--- src/rtl/mat_mul_arbiter_if.sv ---
// Handshake bundle between the mat_mul arbiter and its requesters / engine.
//   req           requester -> arbiter   per-requester job request (level)
//   gnt           arbiter -> requester   one-hot grant for the whole job
//   done / err    arbiter -> requester   one-cycle completion / timeout pulse
//   sel           arbiter -> datapath    owner index for operand/result muxes
//   eng_start     arbiter -> engine      one-cycle start pulse
//   eng_out_valid engine -> arbiter      result valid
//   eng_out_ready arbiter -> engine      result accept (RUN only)
interface mat_mul_arbiter_if #(
   parameter int NUM_REQ = 4
);
   localparam int SEL_W = (NUM_REQ > 1) ? $clog2(NUM_REQ) : 1;

   logic [NUM_REQ-1:0] req;
   logic [NUM_REQ-1:0] gnt;
   logic [NUM_REQ-1:0] done;
   logic [NUM_REQ-1:0] err;
   logic [SEL_W-1:0]   sel;
   logic               eng_start;
   logic               eng_out_valid;
   logic               eng_out_ready;

   // arbiter side
   modport slave (
      input  req, eng_out_valid,
      output gnt, done, err, sel, eng_start, eng_out_ready
   );

   // requester / engine side
   modport master (
      output req, eng_out_valid,
      input  gnt, done, err, sel, eng_start, eng_out_ready
   );
endinterface

--- src/rtl/mat_mul_arbiter.sv ---
// Round-robin scheduler sharing one mat_mul engine between NUM_REQ requesters.
// One job at a time: grant, start pulse, wait for the engine result (or timeout),
// then a done/err pulse to the owner. Also keeps latency / job-count counters.
//   clk_i           system clock, rising edge
//   rst_ni          asynchronous active-low reset
//   bus             handshake bundle (slave modport)
//   busy_o          high whenever a job is in flight (state != IDLE)
//   last_latency_o  cycles of the last successful job, START through handshake
//   job_count_o     successful jobs, wraps
module mat_mul_arbiter #(
   parameter int NUM_REQ        = 4,
   parameter int TIMEOUT_CYCLES = 64,
   parameter int CNT_WIDTH      = 32
) (
   input  logic                 clk_i,
   input  logic                 rst_ni,
   mat_mul_arbiter_if.slave     bus,
   output logic                 busy_o,
   output logic [CNT_WIDTH-1:0] last_latency_o,
   output logic [CNT_WIDTH-1:0] job_count_o
);
   localparam int SEL_W = (NUM_REQ > 1) ? $clog2(NUM_REQ) : 1;

   typedef enum logic [2:0] {
      S_IDLE,
      S_START,
      S_RUN,
      S_DONE,
      S_ERR
   } state_e;

   state_e               state_q, state_d;
   logic [SEL_W-1:0]     sel_q, sel_d;
   logic [SEL_W-1:0]     ptr_q, ptr_d;
   logic [CNT_WIDTH-1:0] lat_q, lat_d;
   logic [CNT_WIDTH-1:0] last_lat_q, last_lat_d;
   logic [CNT_WIDTH-1:0] jobs_q, jobs_d;

   logic                 pick_vld;
   logic [SEL_W-1:0]     pick_idx;
   logic [CNT_WIDTH-1:0] lat_inc;
   logic [NUM_REQ-1:0]   sel_oh;

   // Round-robin pick: scan ptr+1, ptr+2, ... Iterating from the far end
   // lets the nearest set bit be the last (winning) assignment.
   always_comb begin
      pick_vld = 1'b0;
      pick_idx = '0;
      for (int i = NUM_REQ; i >= 1; i--) begin
         if (bus.req[SEL_W'((int'(ptr_q) + i) % NUM_REQ)]) begin
            pick_vld = 1'b1;
            pick_idx = SEL_W'((int'(ptr_q) + i) % NUM_REQ);
         end
      end
   end

   // lat_inc is the number of cycles elapsed since START including the
   // current one; the timeout test uses it so the job is cut off after
   // exactly TIMEOUT_CYCLES cycles, and a valid in that last cycle still wins.
   assign lat_inc = (&lat_q) ? lat_q : lat_q + 1'b1;

   always_ff @(posedge clk_i or negedge rst_ni) begin
      if (!rst_ni) begin
         state_q    <= S_IDLE;
         sel_q      <= '0;
         ptr_q      <= SEL_W'(NUM_REQ - 1);
         lat_q      <= '0;
         last_lat_q <= '0;
         jobs_q     <= '0;
      end else begin
         state_q    <= state_d;
         sel_q      <= sel_d;
         ptr_q      <= ptr_d;
         lat_q      <= lat_d;
         last_lat_q <= last_lat_d;
         jobs_q     <= jobs_d;
      end
   end

   always_comb begin
      state_d    = state_q;
      sel_d      = sel_q;
      ptr_d      = ptr_q;
      lat_d      = lat_q;
      last_lat_d = last_lat_q;
      jobs_d     = jobs_q;
      unique case (state_q)
         S_IDLE: begin
            if (pick_vld) begin
               sel_d   = pick_idx;
               state_d = S_START;
            end
         end
         S_START: begin
            lat_d   = CNT_WIDTH'(1);
            state_d = S_RUN;
         end
         S_RUN: begin
            lat_d = lat_inc;
            if (bus.eng_out_valid)                             state_d = S_DONE;
            else if (lat_inc == CNT_WIDTH'(TIMEOUT_CYCLES))     state_d = S_ERR;
         end
         S_DONE: begin
            last_lat_d = lat_q;
            jobs_d     = jobs_q + 1'b1;
            ptr_d      = sel_q;
            state_d    = S_IDLE;
         end
         S_ERR: begin
            ptr_d   = sel_q;
            state_d = S_IDLE;
         end
         default: state_d = S_IDLE;
      endcase
   end

   // Outputs are decoded from registered state only, so an async reset
   // clears every one of them immediately.
   assign sel_oh            = {{(NUM_REQ-1){1'b0}}, 1'b1} << sel_q;
   assign busy_o            = (state_q != S_IDLE);
   assign bus.gnt           = busy_o ? sel_oh : '0;
   assign bus.done          = (state_q == S_DONE) ? sel_oh : '0;
   assign bus.err           = (state_q == S_ERR) ? sel_oh : '0;
   assign bus.sel           = sel_q;
   assign bus.eng_start     = (state_q == S_START);
   assign bus.eng_out_ready = (state_q == S_RUN);
   assign last_latency_o    = last_lat_q;
   assign job_count_o       = jobs_q;
endmodule
--- src/flat_wrapper.sv ---
// flat-port wrapper written by rule: the top's interface ports become plain ports
module mat_mul_arbiter_flat 
#(
   parameter int NUM_REQ        = 4,
   parameter int TIMEOUT_CYCLES = 64,
   parameter int CNT_WIDTH      = 32
)
  (clk_i, rst_ni, busy_o, last_latency_o, job_count_o, bus_req, bus_eng_out_valid, bus_gnt, bus_done, bus_err, bus_sel, bus_eng_start, bus_eng_out_ready);
  mat_mul_arbiter_if #(.NUM_REQ(NUM_REQ)) bus_i ();
  input  logic clk_i;
  input  logic rst_ni;
  output logic busy_o;
  output logic [CNT_WIDTH-1:0] last_latency_o;
  output logic [CNT_WIDTH-1:0] job_count_o;
  input wire logic [$bits(bus_i.req)-1:0] bus_req;
  input wire logic [$bits(bus_i.eng_out_valid)-1:0] bus_eng_out_valid;
  output wire logic [$bits(bus_i.gnt)-1:0] bus_gnt;
  output wire logic [$bits(bus_i.done)-1:0] bus_done;
  output wire logic [$bits(bus_i.err)-1:0] bus_err;
  output wire logic [$bits(bus_i.sel)-1:0] bus_sel;
  output wire logic [$bits(bus_i.eng_start)-1:0] bus_eng_start;
  output wire logic [$bits(bus_i.eng_out_ready)-1:0] bus_eng_out_ready;
  assign bus_i.req = bus_req;
  assign bus_i.eng_out_valid = bus_eng_out_valid;
  assign bus_gnt = bus_i.gnt;
  assign bus_done = bus_i.done;
  assign bus_err = bus_i.err;
  assign bus_sel = bus_i.sel;
  assign bus_eng_start = bus_i.eng_start;
  assign bus_eng_out_ready = bus_i.eng_out_ready;
  mat_mul_arbiter #(.NUM_REQ(NUM_REQ), .TIMEOUT_CYCLES(TIMEOUT_CYCLES), .CNT_WIDTH(CNT_WIDTH)) u_core (.clk_i(clk_i), .rst_ni(rst_ni), .bus(bus_i), .busy_o(busy_o), .last_latency_o(last_latency_o), .job_count_o(job_count_o));
endmodule
--- config.mk ---
export PLATFORM = sky130hd
export DESIGN_NAME = mat_mul_arbiter_flat
export DESIGN_NICKNAME = d
export VERILOG_FILES = /design/src/rtl/mat_mul_arbiter_if.sv /design/src/rtl/mat_mul_arbiter.sv /design/src/flat_wrapper.sv
export SDC_FILE = /design/constraint.sdc
export NUM_CORES = 1
export LEC_CHECK = 0
export ABC_AREA = 1
export BUFFER_PORTS_ARGS = -buffer_cell sky130_fd_sc_hd__buf_2
export CAP_MARGIN = 25
export CORE_MARGIN = 8
export CORE_UTILIZATION = 39
export CTS_BUF_LIST = sky130_fd_sc_hd__clkbuf_16
export CTS_CLUSTER_SIZE = 25
export DETAILED_ROUTE_END_ITERATION = 7
export SETUP_SLACK_MARGIN = 0.05
export SYNTH_ARGS = -nofsm -noshare
export SYNTH_HDL_FRONTEND = slang
export SYNTH_SLANG_ARGS = --single-unit
--- constraint.sdc ---
create_clock -name clk_i -period 2.1 [get_ports clk_i]
set_input_delay 0.105 -clock clk_i [delete_from_list [all_inputs] [get_ports clk_i]]
set_output_delay 0.105 -clock clk_i [all_outputs]
set_load 0.005 [all_outputs]
==> run_results.csv, run 1 <==
group,metric,value,unit
die,io_pins,88,
clock_network,clk_latency,360,ps
finish,fin_area,7181,um2
timing,setup_tns,0,ps
synthesis,ys.flop_type,"dfrtp_1",
setup_path,arrival,2370,ps
synthesis,ys_types,34,
die,num_rows,43,
clock_network,clk_path_buf_depth,2,
synthesis,synth_edf_count,0,
finish,multi_input_area,2815,um2
timing,setup_viol,0,
routing,dr_total_vias,5164,
synthesis,ys_ff_latch,103,
die,fp.dieArea,18280,um2
routing,wire_per_inst,14.73,um
setup_path,critPathKind,"flip-flop to flip-flop",
routing,wl,15640,um
synthesis,seq_area_frac_synth,46.55,%
setup_path,max_stage_delay,410,ps
setup_path,worstSetupStartpointType,"flip-flop",
clock_network,clockRootBuffer,"clkbuf_16",
power,power.density,839.7,nW/um2
global_routing,grt_max_degree,74,
setup_path,cp_cell_sequence,"nand2_2, buf_6, nor2_4, inv_1, o21ai_1, nand2_1, nand3b_1, nor2_2, nand2_1, nor2_2, nand2_1, nand2_1, nand2_1, nor2_1",
setup_path,rr_startpoint,"u_core.lat_q[2]$_DFFE_PN0P_",
global_routing,grtUsageTotal,17.37,%
routing,vias_per_cell,4.863,
clock_network,numCtsBuffers,9,
global_routing,grtUsageMet1,22.21,%
min_path,hp-start,"bus_eng_out_valid",
timing,hold_slack,9.447,ps
setup_path,startpoint,"u_core.lat_q[2]$_DFFE_PN0P_",
setup_path,crit_path_end_kind,"flip-flop",
timing,fin_crit_sh,99.35,%
die,start_util,39.93,%
setup_path,worstPathMaxFanout,4,
timing,relSlewSlack,58.64,%
die,core_area,13880,um2
global_routing,grt_pass1_wl,25500,um
timing,rsz0062_at_grt,"yes",
clock_network,cts_max_level,3,
finish,drive_gt1_share,27.55,%
min_path,min_path_type,"primary input to flip-flop",
synthesis,synth.area.top_cells,"dfrtp_1 (46%), nand2_1 (15%), nor2_1 (6.7%)",
global_routing,met3_usage,3.969,%
global_routing,antenna_found_initial,0,
placed_design,placed_cells,1036,
placed_design,portBuffers,87,
synthesis,yosysWarnings,0,
die,die_w,135.2,um
finish,num_antenna_cells,0,
finish,nets,888,
routing,drtAntennaViolNets,0,
synthesis,yosysTopAreaCellShare,45.60,%
run_status,status,"finished clean",
clock_network,clock-sinks,103,
synthesis,synth_top_area_cell,"dfrtp_1",
synthesis,synthCells,734,
finish,n_fill_cell,1368,
power,p_leak,3.497,nW
timing,worst_slew_pin_slew,620.3,ps
routing,drt-initial-drc-count,266,
global_routing,use_met2,27.76,%
synthesis,syn_nets,743,
timing,fmax,0.4793,GHz
clock_network,clkTransAtPathRegs,60,ps
timing,hold_viol,0,
finish,synthToLayoutAreaGrowth,29.55,%
timing,report.final.slew_viol_count,0,
die,die_h,135.2,um
setup_path,slowest_stage,"dfrtp_1",
run,max_cap_violations,0,
clock_network,cts_tree,"yes",
synthesis,synth_most_common_cell,"nand2_1",
power,total_power,0.006030,W
synthesis,syn_area_per_cell,7.552,um2
synthesis,synth-async-reset-ratio,100.0,%
finish,seq_area,2584,um2
placed_design,place_area,6553,um2
setup_path,crit_top_cell,"nand2_1",
power,vdd_drop_max,0.4377,mV
setup_path,r2r_setup_slack,10,ps
global_routing,overflow,0,
synthesis,synth_area,5543,um2
finish,finalNonFillerCells,1062,
timing,finalCriticalPeriod,2086,ps
synthesis,synthTopCellsByCount,"nand2_1 (218), dfrtp_1 (101), nor2_1 (99)",
global_routing,busiest_layer,"met2",
global_routing,grt_pass1_vias,5016,
timing,finClkSkew,7.886,ps
setup_path,required,2390,ps
routing,remaining_drc_errors,0,
routing,dr.pass1.iters,4,
placed_design,dp_hpwl,11860,um
placed_design,gp_congestion,0.9502,
## worst max-delay path: cells and delay by family, from the launching register on
kind | cells | cell delay, ps
simple gates | 11 | 1230
flops | 1 | 410
buf+inv | 2 | 230
compound gates | 1 | 150
## repair_timing
action                                 CTS  global route
pin swaps                                9            19
hold buffers                             1             0
resized for setup                       28            42
setup buffers                            2             9
setup endpoints to repair                4             9
endpoints found under the hold margin   27             0
## layout by cell type, fill, tap and decap left out, types with 12 or more instances in the layout
cell type / netlist / routed
nand2_1: 218 / 209
dfrtp_1: 101 / 98
buf_2: 1 / 86
inv_1: 71 / 72
nor2_1: 99 / 66
o21ai_0: 68 / 65
buf_4: 1 / 58
nand3_1: 42 / 39
nor2_2: 4 / 32
xor2_1: 28 / 26
o22ai_1: 13 / 13
xnor2_1: 12 / 12
nand4_1: 12 / 12
## through the flow
| stage | setup slack, ps | utilization [%] |
|---|---|---|
| finish | 13.71 | 51.73 |
| global route | -173.2 | 51.73 |
| CTS | 44.41 | 50.23 |
| detailed placement | -54.23 | 47.21 |
| global placement | -43.47 | 47.21 |
| floorplan | 57.45 | - |
## metal layers
layer | up-vias | routed length [um]
met3 | 28 | 718
met4 | 0 | 420
met2 | 97 | 7303
met1 | 2403 | 7198
met5 | - | 0
li1 | 2636 | -
## path summary, 6_finish.rpt
kind,endpoint,depth (start not counted)
hold reg to reg,u_core.job_count_o[31]$_DFFE_PN0N_,1
setup reg to reg,u_core.state_q[0]$_DFFE_PN0P_,14
hold / removal,u_core.state_q[1]$_DFFE_PN0P_,3
setup / recovery,u_core.state_q[0]$_DFFE_PN0P_,14
min in group asynchronous,u_core.last_latency_o[6]$_DFFE_PN0N_,2
max in group asynchronous,u_core.ptr_q[0]$_DFFE_PN1P_,3
## state kept, by name (all words and copies together), names as in the netlist
signal and cells:
u_core.bus.sel 2, u_core.job_count_o 32, u_core.last_latency_o 32, u_core.lat_q 32, u_core.ptr_q 2, u_core.state_q 3
## final cells by class
cell class / count / share of cell area (%)
clock buffers: 9 / 3.136
clock inverters: 5 / 1.063
inverters: 74 / 3.938
multi-input cells: 539 / 39.21
flip-flops and latches: 103 / 35.98
well taps: 180 / 3.136
repair buffers: 152 / 13.54
## where the power goes
group	internal [W]	switching, W
Combinational	0.000687	0.00124
Sequential	0.00218	0.000193
Clock	0.00102	0.000713
Total	0.00389	0.00214
## kinds of logic (layout without fill, tap and decap cells)
logic type | count (synthesis) | after routing | share of synthesized area (%)
AND/OR/NAND/NOR | 409 | 409 | 31.78
flip-flops | 103 | 103 | 46.55
buffers and inverters | 92 | 240 | 6.456
AO/OA/AOI/OAI | 88 | 88 | 8.443
XOR/XNOR | 40 | 40 | 6.321
adder cells (fa/ha/maj) | 2 | 2 | 0.4514
No activity file was read; power rests on OpenSTA's default activity.
==> inputs of run 2 (changes only) <==
Settings changed: CORE_UTILIZATION 39 to 52, PLACE_DENSITY set to 0.77.
==> run_results.csv, run 2 (synthesis results as in run 1) <==
group,metric,value,unit
run_status,violations,"negative setup slack",
timing,finalCriticalPeriod,2104,ps
finish,nets,867,
timing,report.final.slew_viol_count,0,
routing,drtAntennaViolNets,0,
clock_network,clockRootBuffer,"clkbuf_16",
setup_path,r2r_setup_slack,-4,ps
routing,remaining_drc_errors,0,
timing,fin_crit_sh,100.2,%
die,core_area,10320,um2
clock_network,clk_latency,350,ps
finish,fin_area,7024,um2
placed_design,dp_hpwl,11890,um
power,power.density,830.8,nW/um2
global_routing,grtUsageTotal,22.34,%
run,max_cap_violations,0,
die,num_rows,37,
timing,worst_slew_pin_slew,597.6,ps
power,vdd_drop_max,0.5587,mV
routing,vias_per_cell,5.370,
placed_design,portBuffers,87,
finish,final_common_cell,"nand2_1",
setup_path,worstSetupStartpointType,"flip-flop",
timing,hold_slack,12.77,ps
global_routing,overflow,0,
setup_path,r2r_end,"u_core.state_q[0]$_DFFE_PN0P_",
routing,dr_total_vias,5365,
routing,wire_per_inst,15.97,um
clock_network,clock-sinks,103,
clock_network,clkTransAtPathRegs,70,ps
setup_path,worstPathMaxFanout,5,
routing,drt-initial-drc-count,567,
setup_path,required,2380,ps
global_routing,grt_max_degree,73,
timing,relSlewSlack,60.16,%
min_path,holdPathStages,3,
global_routing,grt_pass1_wl,26350,um
finish,num_antenna_cells,0,
timing,hold_viol,0,
routing,dr.pass1.iters,6,
min_path,min_path_type,"primary input to flip-flop",
routing,wl,15960,um
timing,setup_viol,1,
setup_path,crit_path_end_kind,"flip-flop",
finish,layout_common_cells,"nand2_1 (200), dfrtp_1 (96), buf_2 (86), inv_1 (70), o21ai_0 (67)",
die,die_w,119.2,um
setup_path,rr_startpoint,"u_core.lat_q[6]$_DFFE_PN0P_",
die,die_h,119.2,um
die,io_pins,88,
setup_path,ff2ff_path_depth,14,
timing,finClkSkew,7.549,ps
die,start_util,53.69,%
finish,synthToLayoutAreaGrowth,26.73,%
global_routing,antenna_found_initial,0,
min_path,whs_endpoint,"u_core.state_q[1]$_DFFE_PN0P_",
setup_path,arrival,2380,ps
finish,drive_gt1_share,27.93,%
min_path,hp-start,"bus_eng_out_valid",
die,fp.dieArea,14220,um2
run_status,status,"finished, violations left",
timing,final.setup.worst_slack,-3.722,ps
global_routing,grt_pass1_vias,5370,
timing,rsz0062_at_grt,"yes",
placed_design,place_area,6321,um2
clock_network,clk_path_buf_depth,2,
placed_design,gp_congestion,1.004,
setup_path,critPathKind,"flip-flop to flip-flop",
power,p_leak,3.367,nW
clock_network,cts_tree,"yes",
clock_network,cts_max_level,3,
clock_network,numCtsBuffers,9,
timing,fmax,0.4753,GHz
[run 2: cell types whose count changed in the layout (fill, tap and decap cells not counted), moves of 4 or more]
cell	before	now
nand2_1	209	200
nor2_1	66	62
nand2_2	9	19
buf_4	58	39
nor2_4	10	16
[run 2: per-layer routing]
layer / track usage (%) / vias to the layer above / share of wire [%]
met1: 27.44 / 2558 / 43
met4: 8.379 / 0 / 2.3
li1: - / 2595 / -
met5: 0 / - / 0
met2: 38.78 / 186 / 49
met3: 3.448 / 26 / 5.7
[run 2: cell type report]
cell class	instances	area, um2
flip-flops and latches	103	2586
inverters	74	280.3
clock buffers	9	225.2
repair buffers	131	807.0
clock inverters	7	56.30
well taps	136	170.2
multi-input cells	539	2899
fillers	874	3299
[run 2: through the flow]
step | power (W) | util (%) | setup WS, ps | TNS [ps] | std cells
3_3_place_gp | 0.004085 | 61.23 | -169.0 | -385.0 | 969
3_5_place_dp | 0.004161 | 61.23 | -191.5 | -398.5 | 969
5_1_grt | 0.006184 | 68.04 | -126.0 | -180.4 | 999
4_1_cts | 0.005767 | 64.90 | 31.54 | 0 | 989
6_report | 0.005836 | 68.04 | -3.722 | -3.722 | 999
2_1_floorplan | 0.003460 | - | 57.45 | 0 | 734
[run 2: power breakdown]
| group | switching [W] | total (W) | internal [W] |
|---|---|---|---|
| sequential | 0.000218 | 0.00239 | 0.00217 |
| clock | 0.000779 | 0.00160 | 0.000819 |
| combinational | 0.00123 | 0.00185 | 0.000615 |
| total | 0.00223 | 0.00584 | 0.00361 |
[run 2: worst max path at each step]
| stage | from | end | slack (ps) | cells after the start |
|---|---|---|---|---|
| after floorplan | u_core.lat_q[0]$_DFFE_PN0P_ | u_core.state_q[0]$_DFFE_PN0P_ | 60 | 16 |
| after global placement | u_core.lat_q[1]$_DFFE_PN0P_ | u_core.state_q[0]$_DFFE_PN0P_ | -170 | 16 |
| after detailed placement | u_core.lat_q[0]$_DFFE_PN0P_ | u_core.state_q[0]$_DFFE_PN0P_ | -190 | 16 |
| after CTS | u_core.lat_q[1]$_DFFE_PN0P_ | u_core.state_q[0]$_DFFE_PN0P_ | 30 | 16 |
| after global routing | u_core.lat_q[6]$_DFFE_PN0P_ | u_core.state_q[0]$_DFFE_PN0P_ | -130 | 17 |
| final | u_core.lat_q[6]$_DFFE_PN0P_ | u_core.state_q[0]$_DFFE_PN0P_ | -4 | 14 |
[run 2: what timing repair did]
action | CTS | global route
resized for setup | 17 | 73
pin swaps | 2 | 14
hold buffers | 1 | 0
setup endpoints to repair | 5 | 11
hold endpoints to repair | 40 | 0
setup buffers | 3 | 10
[run 2: critical path: stages, from the launching register on]
cell	delay, ps
dfrtp_1	410
nand2_1	170
nor2_4	170
buf_6	130
nand2_8	60
xor2_1	150
nor2_2	140
nand2_1	80
nor2_2	140
nand3_1	150
nor2_2	150
nand2_1	60
nand2_1	70
nand2_1	50
nor2_1	90
